[src/rtl/ps2_host_ctrl_if.sv]
// Byte-stream side of the PS/2 host controller: TX command bytes in, RX bytes out,
// plus the one-cycle status pulses seen by the register front end.
interface ps2_host_ctrl_if;
  logic       tx_valid_i;
  logic [7:0] tx_data_i;
  logic       tx_ready_o;
  logic       rx_valid_o;
  logic [7:0] rx_data_o;
  logic       rx_ready_i;
  logic       rx_err_o;
  logic       rx_ovf_o;
  logic       tx_err_o;

  modport master (
    output tx_valid_i, tx_data_i, rx_ready_i,
    input  tx_ready_o, rx_valid_o, rx_data_o, rx_err_o, rx_ovf_o, tx_err_o
  );

  modport slave (
    input  tx_valid_i, tx_data_i, rx_ready_i,
    output tx_ready_o, rx_valid_o, rx_data_o, rx_err_o, rx_ovf_o, tx_err_o
  );
endinterface

[src/rtl/ps2_host_ctrl.sv]
// PS/2 host engine: synchronizes and filters the open-drain clock/data pair,
// receives device frames into a small FIFO and sends host commands with inhibit/RTS.
module ps2_host_ctrl #(
  parameter int FifoDepth     = 4,
  parameter int FilterLen     = 8,
  parameter int InhibitCycles = 5000,
  parameter int TimeoutCycles = 100000
) (
  input  logic            clk_i,
  input  logic            rst_i,
  input  logic            ps2_clk_i,
  input  logic            ps2_dat_i,
  output logic            ps2_clk_o,
  output logic            ps2_dat_o,
  output logic            ps2_clk_t,
  output logic            ps2_dat_t,
  ps2_host_ctrl_if.slave  bus,
  output logic            irq_o
);
  localparam int PtrW   = $clog2(FifoDepth);
  localparam int CntW   = PtrW + 1;
  localparam int FltW   = $clog2(FilterLen + 1);
  localparam int TmrMax = (InhibitCycles > TimeoutCycles) ? InhibitCycles : TimeoutCycles;
  localparam int TmrW   = $clog2(TmrMax + 1);

  typedef enum logic [2:0] {IDLE, RX, INHIBIT, RTS, TX, ACK, WAIT_IDLE} state_t;

  function automatic logic odd_par(input logic [7:0] d);
    return ~^d;
  endfunction

  // Stage p0/p1: two-flop synchronizers
  logic clk_meta_p0, clk_sync_p1, dat_meta_p0, dat_sync_p1;
  always_ff @(posedge clk_i) begin
    if (rst_i) begin
      clk_meta_p0 <= 1'b1;
      clk_sync_p1 <= 1'b1;
      dat_meta_p0 <= 1'b1;
      dat_sync_p1 <= 1'b1;
    end else begin
      clk_meta_p0 <= ps2_clk_i;
      clk_sync_p1 <= clk_meta_p0;
      dat_meta_p0 <= ps2_dat_i;
      dat_sync_p1 <= dat_meta_p0;
    end
  end

  // Stage p2: glitch filters; fall pulses together with the filtered clock update
  logic            clk_filt_p2, dat_filt_p2, fall_p2;
  logic [FltW-1:0] clk_cnt, dat_cnt;
  always_ff @(posedge clk_i) begin
    if (rst_i) begin
      clk_filt_p2 <= 1'b1;
      dat_filt_p2 <= 1'b1;
      fall_p2     <= 1'b0;
      clk_cnt     <= '0;
      dat_cnt     <= '0;
    end else begin
      fall_p2 <= 1'b0;
      if (clk_sync_p1 == clk_filt_p2) clk_cnt <= '0;
      else if (clk_cnt == FltW'(FilterLen - 1)) begin
        clk_cnt     <= '0;
        clk_filt_p2 <= clk_sync_p1;
        fall_p2     <= ~clk_sync_p1;
      end else clk_cnt <= clk_cnt + 1'b1;
      if (dat_sync_p1 == dat_filt_p2) dat_cnt <= '0;
      else if (dat_cnt == FltW'(FilterLen - 1)) begin
        dat_cnt     <= '0;
        dat_filt_p2 <= dat_sync_p1;
      end else dat_cnt <= dat_cnt + 1'b1;
    end
  end

  state_t          state_q, state_d;
  logic [3:0]      bit_q, bit_d;
  logic [TmrW-1:0] tmr_q, tmr_d;
  logic [8:0]      rx_shift_q, rx_shift_d, tx_shift_q, tx_shift_d;
  logic            clk_t_q, clk_t_d, dat_t_q, dat_t_d;
  logic            rx_err_q, rx_err_d, tx_err_q, tx_err_d, ovf_q, ovf_d;
  logic            tx_ready, tx_hs, timed, push, pop, full, wr_en;
  logic [PtrW-1:0] wr_ptr_q, rd_ptr_q;
  logic [CntW-1:0] count_q;
  logic [7:0]      mem [FifoDepth];
  logic            irq_q;

  always_comb begin
    state_d    = state_q;
    bit_d      = bit_q;
    tmr_d      = tmr_q;
    rx_shift_d = rx_shift_q;
    tx_shift_d = tx_shift_q;
    clk_t_d    = clk_t_q;
    dat_t_d    = dat_t_q;
    rx_err_d   = 1'b0;
    tx_err_d   = 1'b0;
    push       = 1'b0;
    tx_ready   = (state_q == IDLE) && !fall_p2 && !rst_i;
    tx_hs      = bus.tx_valid_i && tx_ready;
    timed      = state_q inside {RX, TX, ACK, WAIT_IDLE};
    if (timed) tmr_d = fall_p2 ? '0 : tmr_q + 1'b1;
    case (state_q)
      IDLE: begin
        bit_d = '0;
        tmr_d = '0;
        if (fall_p2 && !dat_filt_p2) state_d = RX;
        else if (tx_hs) begin
          state_d    = INHIBIT;
          clk_t_d    = 1'b0;
          tx_shift_d = {odd_par(bus.tx_data_i), bus.tx_data_i};
        end
      end
      RX: if (fall_p2) begin
        if (bit_q == 4'd9) begin
          state_d = IDLE;
          if (rx_shift_q[8] == odd_par(rx_shift_q[7:0]) && dat_filt_p2) push = 1'b1;
          else rx_err_d = 1'b1;
        end else begin
          rx_shift_d = {dat_filt_p2, rx_shift_q[8:1]};
          bit_d      = bit_q + 1'b1;
        end
      end
      INHIBIT: begin
        tmr_d = tmr_q + 1'b1;
        if (tmr_q == TmrW'(InhibitCycles - 1)) begin
          state_d = RTS;
          clk_t_d = 1'b1;
          dat_t_d = 1'b0;
          tmr_d   = '0;
        end
      end
      RTS: begin
        state_d = TX;
        bit_d   = '0;
        tmr_d   = '0;
      end
      // Nine falls shift out data+parity, the tenth releases the line for stop
      TX: if (fall_p2) begin
        if (bit_q == 4'd9) begin
          dat_t_d = 1'b1;
          state_d = ACK;
          bit_d   = '0;
        end else begin
          dat_t_d    = tx_shift_q[0];
          tx_shift_d = {1'b1, tx_shift_q[8:1]};
          bit_d      = bit_q + 1'b1;
        end
      end
      ACK: if (fall_p2) begin
        state_d  = WAIT_IDLE;
        tx_err_d = dat_filt_p2;
      end
      WAIT_IDLE: if (clk_filt_p2 && dat_filt_p2) state_d = IDLE;
      default: state_d = IDLE;
    endcase
    if (timed && !fall_p2 && tmr_q == TmrW'(TimeoutCycles - 1)) begin
      state_d  = IDLE;
      clk_t_d  = 1'b1;
      dat_t_d  = 1'b1;
      push     = 1'b0;
      rx_err_d = (state_q == RX);
      tx_err_d = (state_q != RX);
    end
  end

  always_ff @(posedge clk_i) begin
    if (rst_i) begin
      state_q  <= IDLE;
      bit_q    <= '0;
      tmr_q    <= '0;
      clk_t_q  <= 1'b1;
      dat_t_q  <= 1'b1;
      rx_err_q <= 1'b0;
      tx_err_q <= 1'b0;
      ovf_q    <= 1'b0;
    end else begin
      state_q  <= state_d;
      bit_q    <= bit_d;
      tmr_q    <= tmr_d;
      clk_t_q  <= clk_t_d;
      dat_t_q  <= dat_t_d;
      rx_err_q <= rx_err_d;
      tx_err_q <= tx_err_d;
      ovf_q    <= ovf_d;
    end
  end

  always_ff @(posedge clk_i) begin
    rx_shift_q <= rx_shift_d;
    tx_shift_q <= tx_shift_d;
    if (wr_en) mem[wr_ptr_q] <= rx_shift_q[7:0];
  end

  // A pop frees the slot in the same cycle, so push+pop while full is accepted
  assign pop   = bus.rx_ready_i && (count_q != '0);
  assign full  = (count_q == CntW'(FifoDepth));
  assign wr_en = push && (!full || pop);
  assign ovf_d = push && full && !pop;

  always_ff @(posedge clk_i) begin
    if (rst_i) begin
      wr_ptr_q <= '0;
      rd_ptr_q <= '0;
      count_q  <= '0;
      irq_q    <= 1'b0;
    end else begin
      if (wr_en) wr_ptr_q <= wr_ptr_q + 1'b1;
      if (pop)   rd_ptr_q <= rd_ptr_q + 1'b1;
      case ({wr_en, pop})
        2'b10:   count_q <= count_q + 1'b1;
        2'b01:   count_q <= count_q - 1'b1;
        default: count_q <= count_q;
      endcase
      irq_q <= (count_q != '0);
    end
  end

  assign ps2_clk_o      = 1'b0;
  assign ps2_dat_o      = 1'b0;
  assign ps2_clk_t      = clk_t_q;
  assign ps2_dat_t      = dat_t_q;
  assign bus.tx_ready_o = tx_ready;
  assign bus.rx_valid_o = (count_q != '0);
  assign bus.rx_data_o  = mem[rd_ptr_q];
  assign bus.rx_err_o   = rx_err_q;
  assign bus.rx_ovf_o   = ovf_q;
  assign bus.tx_err_o   = tx_err_q;
  assign irq_o          = irq_q;
endmodule

[src/flat_wrapper.sv]
// flat-port wrapper written by rule: the top's interface ports become plain ports
module ps2_host_ctrl_flat 
#(
  parameter int FifoDepth     = 4,
  parameter int FilterLen     = 8,
  parameter int InhibitCycles = 5000,
  parameter int TimeoutCycles = 100000
)
  (clk_i, rst_i, ps2_clk_i, ps2_dat_i, ps2_clk_o, ps2_dat_o, ps2_clk_t, ps2_dat_t, irq_o, bus_tx_valid_i, bus_tx_data_i, bus_rx_ready_i, bus_tx_ready_o, bus_rx_valid_o, bus_rx_data_o, bus_rx_err_o, bus_rx_ovf_o, bus_tx_err_o);
  ps2_host_ctrl_if bus_i ();
  input  logic clk_i;
  input  logic rst_i;
  input  logic ps2_clk_i;
  input  logic ps2_dat_i;
  output logic ps2_clk_o;
  output logic ps2_dat_o;
  output logic ps2_clk_t;
  output logic ps2_dat_t;
  output logic irq_o;
  input wire logic [$bits(bus_i.tx_valid_i)-1:0] bus_tx_valid_i;
  input wire logic [$bits(bus_i.tx_data_i)-1:0] bus_tx_data_i;
  input wire logic [$bits(bus_i.rx_ready_i)-1:0] bus_rx_ready_i;
  output wire logic [$bits(bus_i.tx_ready_o)-1:0] bus_tx_ready_o;
  output wire logic [$bits(bus_i.rx_valid_o)-1:0] bus_rx_valid_o;
  output wire logic [$bits(bus_i.rx_data_o)-1:0] bus_rx_data_o;
  output wire logic [$bits(bus_i.rx_err_o)-1:0] bus_rx_err_o;
  output wire logic [$bits(bus_i.rx_ovf_o)-1:0] bus_rx_ovf_o;
  output wire logic [$bits(bus_i.tx_err_o)-1:0] bus_tx_err_o;
  assign bus_i.tx_valid_i = bus_tx_valid_i;
  assign bus_i.tx_data_i = bus_tx_data_i;
  assign bus_i.rx_ready_i = bus_rx_ready_i;
  assign bus_tx_ready_o = bus_i.tx_ready_o;
  assign bus_rx_valid_o = bus_i.rx_valid_o;
  assign bus_rx_data_o = bus_i.rx_data_o;
  assign bus_rx_err_o = bus_i.rx_err_o;
  assign bus_rx_ovf_o = bus_i.rx_ovf_o;
  assign bus_tx_err_o = bus_i.tx_err_o;
  ps2_host_ctrl #(.FifoDepth(FifoDepth), .FilterLen(FilterLen), .InhibitCycles(InhibitCycles), .TimeoutCycles(TimeoutCycles)) u_core (.clk_i(clk_i), .rst_i(rst_i), .ps2_clk_i(ps2_clk_i), .ps2_dat_i(ps2_dat_i), .ps2_clk_o(ps2_clk_o), .ps2_dat_o(ps2_dat_o), .ps2_clk_t(ps2_clk_t), .ps2_dat_t(ps2_dat_t), .bus(bus_i), .irq_o(irq_o));
endmodule
[config.mk]
export PLATFORM = sky130hd
export DESIGN_NAME = ps2_host_ctrl_flat
export DESIGN_NICKNAME = d
export VERILOG_FILES = /design/src/rtl/ps2_host_ctrl_if.sv /design/src/rtl/ps2_host_ctrl.sv /design/src/flat_wrapper.sv
export SDC_FILE = /design/constraint.sdc
export NUM_CORES = 1
export LEC_CHECK = 0
export ABC_AREA = 0
export CELL_PAD_IN_SITES_DETAIL_PLACEMENT = 1
export CELL_PAD_IN_SITES_GLOBAL_PLACEMENT = 1
export CORE_MARGIN = 5
export CORE_UTILIZATION = 47
export DETAILED_ROUTE_END_ITERATION = 7
export HOLD_SLACK_MARGIN = 0.03
export MAX_ROUTING_LAYER = met4
export PLACE_DENSITY_LB_ADDON = 0.05
export REMOVE_ABC_BUFFERS = 1
export SLEW_MARGIN = 20
export SYNTH_ARGS = -nofsm -noshare
export SYNTH_HDL_FRONTEND = slang
export SYNTH_SLANG_ARGS = --single-unit
[constraint.sdc]
create_clock -name clk_i -period 3.1 [get_ports clk_i]
set_clock_uncertainty 0.1 [all_clocks]
set_input_delay 0.62 -clock clk_i [delete_from_list [all_inputs] [get_ports clk_i]]
set_output_delay 0.62 -clock clk_i [all_outputs]
set_load 0.005 [all_outputs]
== After elaboration in Yosys (flattened, before gate mapping) ==
Memory sizes are Yosys's and may differ from the RTL's. A register that Yosys moved wholly into a read port is not among the register bits.
Index checks and enable logic that the tools add are counted.

* Register bits: 70
* Latch bits: 0
* Memory bits (writable): 32
* Memory bits (read-only): 0
* Bits of input ports: 14
* Output and inout bits: 18
* Memories: 1

* $add $sub $neg: 8
* Multiply operators: 0
* Divide/modulo/power cells: 0
* Order comparisons: 0
* Equal/unequal tests: 30
* Shift operators: 0
* Multiplexer cells: 50
* Bitwise logic cells: 5
* Reduce and logical (&&, ||, !) cells: 42

{| class="wikitable"
|+ Memory list
! memory !! words !! bits a word !! read ports !! clocked after Yosys merged registers in !! write ports !! RTL line !! text
|-
| u_core.mem || 4 || 8 || 1 || 1 || 1 || ps2_host_ctrl.sv:83 || <nowiki>logic [7:0] mem [FifoDepth];</nowiki>
|}

{| class="wikitable"
|+ Operators by type and width
! cell !! number
|-
| $mux W17 || 3
|-
| $mux W9 || 4
|-
| $pmux W17 S2 || 1
|-
| $mux W3 || 9
|-
| $mux W1 || 21
|-
| $pmux W3 S7 || 1
|-
| $pmux W9 S2 || 1
|-
| $add A17 B1 Y17 const B || 1
|-
| $eq A17 B13 Y1 const B || 1
|-
| $eq A17 B17 Y1 const B || 1
|-
| $mux W4 || 4
|-
| $reduce_xnor A8 Y1 || 2
|-
| $add A4 B1 Y4 const B || 3
|-
| $eq A3 B3 Y1 const B || 4
|-
| $logic_and A1 B1 Y1 || 12
|-
| $ne A2 B1 Y1 const B || 6
|-
| $pmux W4 S3 || 1
|-
| $ne A2 B2 Y1 const B || 5
|-
| $reduce_bool A3 Y1 || 3
|-
| $reduce_or A3 Y1 || 3
|-
| $eq A4 B3 Y1 const B || 2
|-
| $reduce_and A4 Y1 || 2
|-
| $reduce_and A8 Y1 || 1
|-
| $reduce_bool A2 Y1 || 4
|-
| other kinds (23) || 40
|}

== Depth between registers and ports, before layout ==
Gate-level depths: netlist (run 1).

* Depth in word-level cells: 11
* Gate-level depth with buffers: 9

== Least setup slack after synthesis (run 1) ==
OpenSTA, ideal clock, no wires.

* Kind: reg2reg
* Start: register u_core.rx_shift_q[2]
* End: register u_core.count_q[2]
* Setup time: 0.121 ns
* Arrival: 2.416 ns
* Setup slack: 0.463 ns
* Stages on the path, launching flop included: 9
* Buffers on the path: 0
* Clock period less this slack: 2.637 ns
* Path through: edfxtp_1 > xnor2_1 > xnor3_1 > xnor2_2 > a31oi_1 > fa_1 > a311oi_1 > a31oi_1 > mux2_4

* Word-level cells in the longest chain between the ends: 11

{| class="wikitable"
|+ RTL lines
! what !! RTL line !! text
|-
| start: declaration || ps2_host_ctrl.sv:77 || <nowiki>logic [8:0] rx_shift_q, rx_shift_d, tx_shift_q, tx_shift_d;</nowiki>
|-
| start signal: assignment || ps2_host_ctrl.sv:188 || <nowiki>rx_shift_q <= rx_shift_d;</nowiki>
|-
| $reduce_xnor A8 Y1 * || ps2_host_ctrl.sv:29 || <nowiki>return ~^d;</nowiki>
|-
| $eq A1 B1 Y1 * || ps2_host_ctrl.sv:115 || <nowiki>if (rx_shift_q[8] == odd_par(rx_shift_q[7:0]) && dat_filt_p2) push = 1'b1;</nowiki>
|-
| $logic_and A1 B1 Y1 * || ps2_host_ctrl.sv:115 ||
|-
| $mux W1 * || ps2_host_ctrl.sv:115 ||
|-
| $mux W1 * || ps2_host_ctrl.sv:113 || <nowiki>if (bit_q == 4'd9) begin</nowiki>
|-
| $mux W1 * || ps2_host_ctrl.sv:112 || <nowiki>RX: if (fall_p2) begin</nowiki>
|-
| $mux W1 * || ps2_host_ctrl.sv:101 || <nowiki>case (state_q)</nowiki>
|-
| $mux W1 * || ps2_host_ctrl.sv:155 || <nowiki>if (timed && !fall_p2 && tmr_q == TmrW'(TimeoutCycles - 1)) begin</nowiki>
|-
| $logic_and A1 B1 Y1 * || ps2_host_ctrl.sv:196 || <nowiki>assign wr_en = push && (!full || pop);</nowiki>
|-
| $eq A2 B1 Y1 / $eq A2 B2 Y1 (equally long branches) || ps2_host_ctrl.sv:208 || <nowiki>case ({wr_en, pop})</nowiki>
|-
| $pmux W3 S2 / $reduce_bool A2 Y1 (equally long branches) || -- ||
|-
| end signal: assignment || ps2_host_ctrl.sv:209 || <nowiki>2'b10: count_q <= count_q + 1'b1;</nowiki>
|-
| end signal: assignment || ps2_host_ctrl.sv:210 || <nowiki>2'b01: count_q <= count_q - 1'b1;</nowiki>
|-
| end signal: assignment || ps2_host_ctrl.sv:211 || <nowiki>default: count_q <= count_q;</nowiki>
|-
| end: declaration || ps2_host_ctrl.sv:82 || <nowiki>logic [CntW-1:0] count_q;</nowiki>
|}

Every way passes the cells marked *; elsewhere a longest branch is shown, timed or not.
A chain may end at the register's enable or synchronous reset.

==> results of run 1 <==
cell families after synthesis:
group	after synthesis	synth area share [%]
flops	104	57.5
buf+inv	26	2.53
fa+ha+maj	10	2.95
xor+xnor	43	9.02
simple gates	142	15.7
compound gates	32	4.93
mux	21	7.35
other cells	1	0.0834
per-stage QoR:
stage          instance area, um2  hold WS [ns]
2_1_floorplan                4420         0.289
3_3_place_gp                 4940         0.293
3_5_place_dp                 4940         0.297
4_1_cts                      5130         0.328
5_1_grt                      5130         0.353
6_report                     5130         0.323
power by group through the flow:
stage,Clock [mW],Sequential [mW],Combinational (mW)
after global placement,0,1.50,0.111
after floorplan,0,1.49,0.0635
after detailed placement,0,1.50,0.113
final,0.839,1.46,0.112
after global routing,0.928,1.47,0.125
after CTS,0.876,1.46,0.114
final cells by class:
class,instances,area [um2]
Clock buffer,9,124
Clock inverter,7,70.1
Fill cell,1011,4150
Inverter,10,37.5
Multi-Input combinational cell,250,1800
Sequential cell,104,2580
Tap cell,129,161
Timing Repair Buffer,38,358
worst reg2reg max path, stage by stage (launching register included):
cell	delay (ns)
edfxtp_1	0.50
xnor2_1	0.20
xnor3_1	0.47
xnor2_2	0.22
a31oi_1	0.17
fa_1	0.42
a311oi_1	0.28
a31oi_1	0.09
mux2_4	0.31
routing by layer:
layer	wire length [um]	part of all wire, %	vias up
met5	0	0	-
met4	115	1.3	0
met3	243	2.8	8
met2	4280	49	40
met1	4130	47	1427
li1	-	-	1400
synthesized netlist by cell type, types with 5 or more instances:
cell	number
nor2_1	56
dfxtp_1	54
ha_1	9
xor2_1	17
clkbuf_1	11
and2_1	6
xnor2_1	23
nand4_1	8
edfxtp_1	50
mux2_2	8
nor3_1	6
nand2_1	19
mux4_2	8
nor2b_1	5
a21oi_1	7
inv_1	9
nand3_1	14
o21ai_0	5
sequential cells by signal (all words and copies together), names as in the netlist, 2 cells and up, named ones only:
signal and count:
u_core.tmr_q 17, u_core.rx_shift_q 9, u_core.wr_ptr_q 2, u_core.state_q 3, u_core.count_q 3, u_core.clk_cnt 4
u_core.dat_cnt 4, u_core.tx_shift_q 9, u_core.mem 32, u_core.rd_ptr_q 2, u_core.bit_q 4
worst max path at each step:
stage                                     from           endpoint  slack (ns)  cells past startpoint
after floorplan           u_core.rx_shift_q[2]  u_core.count_q[2]        0.46                      8
after global placement          bus_rx_ready_i  u_core.count_q[2]        0.30                      5
after detailed placement  u_core.rx_shift_q[2]  u_core.count_q[2]        0.26                      8
after CTS                            flip-flop   bus_rx_data_o[6]        0.15                      2
after global routing      u_core.rx_shift_q[5]   u_core.mem[1][1]        0.09                      6
final                                flip-flop   bus_rx_data_o[6]        0.24                      2
==> out/results.ini, run 1 <==
[clock_network]
post-cts-setup-buffers=0
cts_tree=yes
ctsHoldBuffers=0
h-tree-depth=3
post_cts_resized=0
cts_root_buf=clkbuf_8
cts.sinks=104
cts_buffer_depth=2
clk_pin_slew_ns=0.11
clk_latency_ns=0.37
cts_buffers=9

[global_route]
grt_pass1_vias=3110
grtUsageMet1_pct=20.4
grt_use_met3_pct=3.84
use_met2_pct=29.0
top_usage_layer=met2
track_usage_pct=17.1
overflow=0
grt_antenna_before_repair=0
grt_max_degree=21
grt_pass1_wl_mm=15.2

[worst_setup_path]
worstSetupEndpointType=primary output
crit_path_max_fanout=8
reg2reg_depth=8
crit_chain=mux4_2, clkdlybuf4s50_1
worstPathArrival_ns=2.14
r2r-start=u_core.rx_shift_q[5]
crit_family=flip-flops
crit_type=flip-flop to primary output
crit_required_ns=2.38
cp-start-kind=flip-flop
reg2reg_slack_ns=0.25
crit_slowest_cell=dfxtp_1
reg2reg_to=u_core.count_q[2]
worst-path-buf-inv=1
slowest_delay_ns=0.69

[hold_path]
min_from=u_core.clk_meta_p0
min_to=u_core.clk_sync_p1
worstHoldPathCells=1
hold_path.class=flip-flop to flip-flop

[power_and_ir_drop]
combinationalPowerShare_pct=4.6
swShare_pct=24.5
switchingPower_uw=591
seq_power_share_pct=60.7
peakVddDrop_mv=0.227
powerDensity_nw_per_um2=470
power_frac_clock_pct=34.7
p_leak_nw=1.74
internal_power_mw=1.82
fin_total_pwr_mw=2.41

[timing]
fmax_ghz=0.350
hold_violations=0
rsz0062_at_grt=no
post-route-period-util_pct=92.2
slew_viol_final=0
fin_crit_ns=2.86
setup_viol=0
slew-limit-headroom_pct=49.5
setup_tns_ns=0
finalWorstSetupSlack_ns=0.241
tightest_slew_ns=0.754

[finish]
utilization_pct=55.3
drive_gt1_share_pct=12.4
num_antenna_cells=0
syn_to_final_growth_pct=14.3
final_cells=547
layout_common_cells=56 x nor2_1, 54 x dfxtp_1, 50 x edfxtp_1, 29 x clkdlybuf4s50_1, 23 x xnor2_1
nNetsFinal=437
layout_commonest_cell=nor2_1

[synth]
synthCells=379
synth_edf_count=50
synth_seq_cells=104
avgSynthCellArea_um2=11.9
synth_cell_type_count=50
ys_seq_area_share_pct=57.5
netlist.area_leader.share_pct=33.4
syn_area_um2=4490
synth_top_cell_by_area=edfxtp_1
netlist_top_cells_area=edfxtp_1 33%, dfxtp_1 24%, nor2_1 4.7%
synthFlopType=dfxtp_1
yosysWarningCount=0
async_flop_share_pct=0

[floorplan]
start_util_pct=48.4
rows=35
design.core.area_um2=9280
die_y_um=108
die_x_um=108
die_area_um2=11600
ios=32

[routing]
drtPass1Iterations=4
num_vias=2875
viasPerCell=5.26
routedWlPerCell_um=16.0
drc=0
drt-total-wl_mm=8.77
route.antenna.remaining_nets=0
drt_iter0_drc=123

[placement]
dp_hpwl_mm=6.38
place_ws_ns=0.255
numPortBuffers=29
gp_congestion=0.775
dp_cells=531

[flow_run]
drv_cap=0

[run_status]
status=complete, no violations

No activity file was read; power rests on OpenSTA's default activity.
==> run 2, diff against run 1 <==
--- a/config.mk
+++ b/config.mk
@@ -15,6 +15,7 @@
 export MAX_ROUTING_LAYER = met4
 export PLACE_DENSITY_LB_ADDON = 0.05
 export REMOVE_ABC_BUFFERS = 1
+export SKIP_LAST_GASP = 1
 export SLEW_MARGIN = 20
 export SYNTH_ARGS = -nofsm -noshare
 export SYNTH_HDL_FRONTEND = slang
==> results of run 2 <==
No change in the layout: final DEF, timing and power equal those of run 1.
==> run 3, diff against run 2 <==
--- a/config.mk
+++ b/config.mk
@@ -6,6 +6,7 @@
 export NUM_CORES = 1
 export LEC_CHECK = 0
 export ABC_AREA = 0
+export CAP_MARGIN = 20
 export CELL_PAD_IN_SITES_DETAIL_PLACEMENT = 1
 export CELL_PAD_IN_SITES_GLOBAL_PLACEMENT = 1
 export CORE_MARGIN = 5
==> constraint.sdc (replaced) <==
create_clock -name clk_i -period 2.9 [get_ports clk_i]
set_clock_uncertainty 0.1 [all_clocks]
set_input_delay 0.58 -clock clk_i [delete_from_list [all_inputs] [get_ports clk_i]]
set_output_delay 0.58 -clock clk_i [all_outputs]
set_load 0.005 [all_outputs]
==> run 3 against run 2 <==
Sequential power increased by 7%. Clock power increased by 3.0%. Die area stayed put. Critical path type unchanged. Critical endpoint is now bus_rx_data_o[2]. Largest power group unchanged.
==> out/results.ini, run 3 (synthesis results as in run 1) <==
[placement]
gp_congestion=0.781  ; +0.79%
place_ws_ns=0.0919  ; -0.163 ns
dp_hpwl_mm=6.14  ; -3.8%
dp_cells=532  ; +0.19%
numPortBuffers=29  ; unchanged

[global_route]
top_usage_layer=met2
use_met2_pct=27.5  ; -1.5 points
overflow=0  ; unchanged
grt_antenna_before_repair=0  ; unchanged
grtUsageMet1_pct=20.6  ; +0.22 points
track_usage_pct=16.5  ; -0.57 points
grt_max_degree=20  ; -4.8%
grt_use_met3_pct=3.18  ; -0.66 points
grt_pass1_wl_mm=14.9  ; -2.2%
grt_pass1_vias=3002  ; -3.5%

[clock_network]
cts.sinks=104  ; unchanged
clk_latency_ns=0.37  ; about the same
cts_root_buf=clkbuf_8
clk_pin_slew_ns=0.10  ; about the same
cts_buffer_depth=2  ; unchanged
cts_tree=yes
cts_buffers=9  ; unchanged
ctsHoldBuffers=0  ; unchanged
h-tree-depth=3  ; unchanged

[timing]
fmax_ghz=0.360
finalWorstSetupSlack_ns=0.123  ; -0.118 ns
post-route-period-util_pct=95.7
fin_crit_ns=2.78
slew_viol_final=0  ; unchanged
hold_violations=0  ; unchanged
setup_tns_ns=0  ; unchanged
tightest_slew_ns=0.729  ; -0.0252 ns
rsz0062_at_grt=no
setup_viol=0  ; unchanged
holdWs_ns=0.318  ; -0.00509 ns
slew-limit-headroom_pct=51.0  ; +1.5 points

[power_and_ir_drop]
swShare_pct=23.8  ; -0.64 points
peakVddDrop_mv=0.288  ; +27%
internal_power_mw=1.94  ; +6.5%
combinationalPowerShare_pct=4.9  ; +0.3 points
seq_power_share_pct=61.2  ; +0.5 points
powerDensity_nw_per_um2=492  ; +4.6%
p_leak_nw=1.77  ; +1.6%
switchingPower_uw=608  ; +2.9%
fin_total_pwr_mw=2.55  ; +5.6%
power_frac_clock_pct=33.9  ; -0.8 points

[floorplan]
ios=32  ; unchanged
die_y_um=108  ; unchanged
die_x_um=108  ; unchanged
start_util_pct=48.4  ; unchanged
rows=35  ; unchanged
die_area_um2=11600  ; unchanged
design.core.area_um2=9280  ; unchanged

[worst_setup_path]
crit_path_max_fanout=8  ; unchanged
reg2reg_depth=8  ; unchanged
crit_slowest_cell=dfxtp_1
reg2reg_to=u_core.count_q[2]
cp-start-kind=flip-flop
worstPathArrival_ns=2.10  ; -0.04 ns
crit_required_ns=2.22  ; -0.16 ns
worstSetupEndpointType=primary output
crit_type=flip-flop to primary output
reg2reg_slack_ns=0.18  ; -0.07 ns
crit_chain=mux4_2, clkdlybuf4s50_1
r2r-start=u_core.rx_shift_q[4]
slowest_delay_ns=0.68  ; about the same

[routing]
viasPerCell=5.19  ; -1.2%
drtPass1Iterations=4  ; unchanged
route.antenna.remaining_nets=0  ; unchanged
routedWlPerCell_um=15.4  ; -3.9%
drc=0  ; unchanged
drt-total-wl_mm=8.53  ; -2.7%
num_vias=2878  ; +0.10%
drt_iter0_drc=55  ; -55%

[run_status]
status=complete, no violations

[hold_path]
worstHoldPathCells=1  ; unchanged
min_to=u_core.clk_sync_p1
hold_path.class=flip-flop to flip-flop
min_from=u_core.clk_meta_p0

[finish]
drive_gt1_share_pct=14.1  ; +1.7 points
syn_to_final_growth_pct=15.4
largest_reg_flops=32  ; unchanged
largest_registers=u_core.mem: 32 flops, u_core.tmr_q: 17 flops
layout_commonest_cell=nor2_1
num_antenna_cells=0  ; unchanged
regMostFlops=u_core.mem
final_cells=554  ; +1.3%
nNetsFinal=444  ; +1.6%
layout_common_cells=56 x nor2_1, 54 x dfxtp_1, 50 x edfxtp_1, 29 x clkdlybuf4s50_1, 23 x xnor2_1

[flow_run]
drv_cap=0  ; unchanged

==> run 3: changes by cell type in the layout (fill, tap and decap cells not counted) <==
cell,change
clkinv_1,+1
clkinvlp_2,-1
clkinv_8,-1
a311oi_2,+1
buf_4,+7
fa_2,+1
fa_1,-1
a311oi_1,-1
clkinvlp_4,+1
==> run 3: area by class of cell <==
type | count | area, um2
fillers | 1008 | 4100
clock inverters | 7 | 60.1
flip-flops and latches | 104 | 2580
well taps | 129 | 161
repair buffers | 45 | 410
clock buffers | 9 | 124
multi-input cells | 250 | 1810
inverters | 10 | 37.5
==> run 3: how the worst max path moves through the flow <==
stage	end	slack, ns	from
floorplan	u_core.count_q[2]	0.26	u_core.rx_shift_q[2]
global placement	u_core.count_q[2]	0.12	bus_rx_ready_i
detailed placement	u_core.count_q[2]	0.09	bus_rx_ready_i
CTS	u_core.count_q[2]	0.03	u_core.rx_shift_q[6]
global route	bus_rx_data_o[6]	0.009	flip-flop
finish	bus_rx_data_o[2]	0.12	flip-flop
==> run 3: what timing repair did <==
| item | CTS | global route |
|---|---|---|
| pin swaps | 0 | 1 |
| endpoints found under the setup margin | 1 | 8 |
| gates cloned | 0 | 0 |
| endpoints found under the hold margin | 0 | 0 |
| buffers inserted | 2 | 4 |
| gates resized for setup | 0 | 2 |
==> run 3: critical path, delay by kind of cell (launching register included) <==
kind	cells	cell delay, ns
DFF	1	0.68
muxes	1	0.59
buffers and inverters	1	0.46
==> run 3: routing by layer <==
metal	vias up	part of all wire, %
li1	1419	-
met1	1418	47
met2	33	50
met3	8	2.2
met4	0	1.3
met5	-	0
==> run 3: through the flow <==
step,instance area (um2),utilization (%)
global placement,4950,53.3
finish,5190,55.9
global route,5190,55.9
detailed placement,4950,53.3
floorplan,4420,-
CTS,5150,55.4
==> run 3: power by group through the flow <==
stage	sequential (mW)	combinational, mW	clock [mW]
after global routing	1.56	0.141	0.951
after detailed placement	1.60	0.127	0
after global placement	1.59	0.125	0
after CTS	1.56	0.128	0.895
final	1.56	0.126	0.864
after floorplan	1.60	0.0678	0
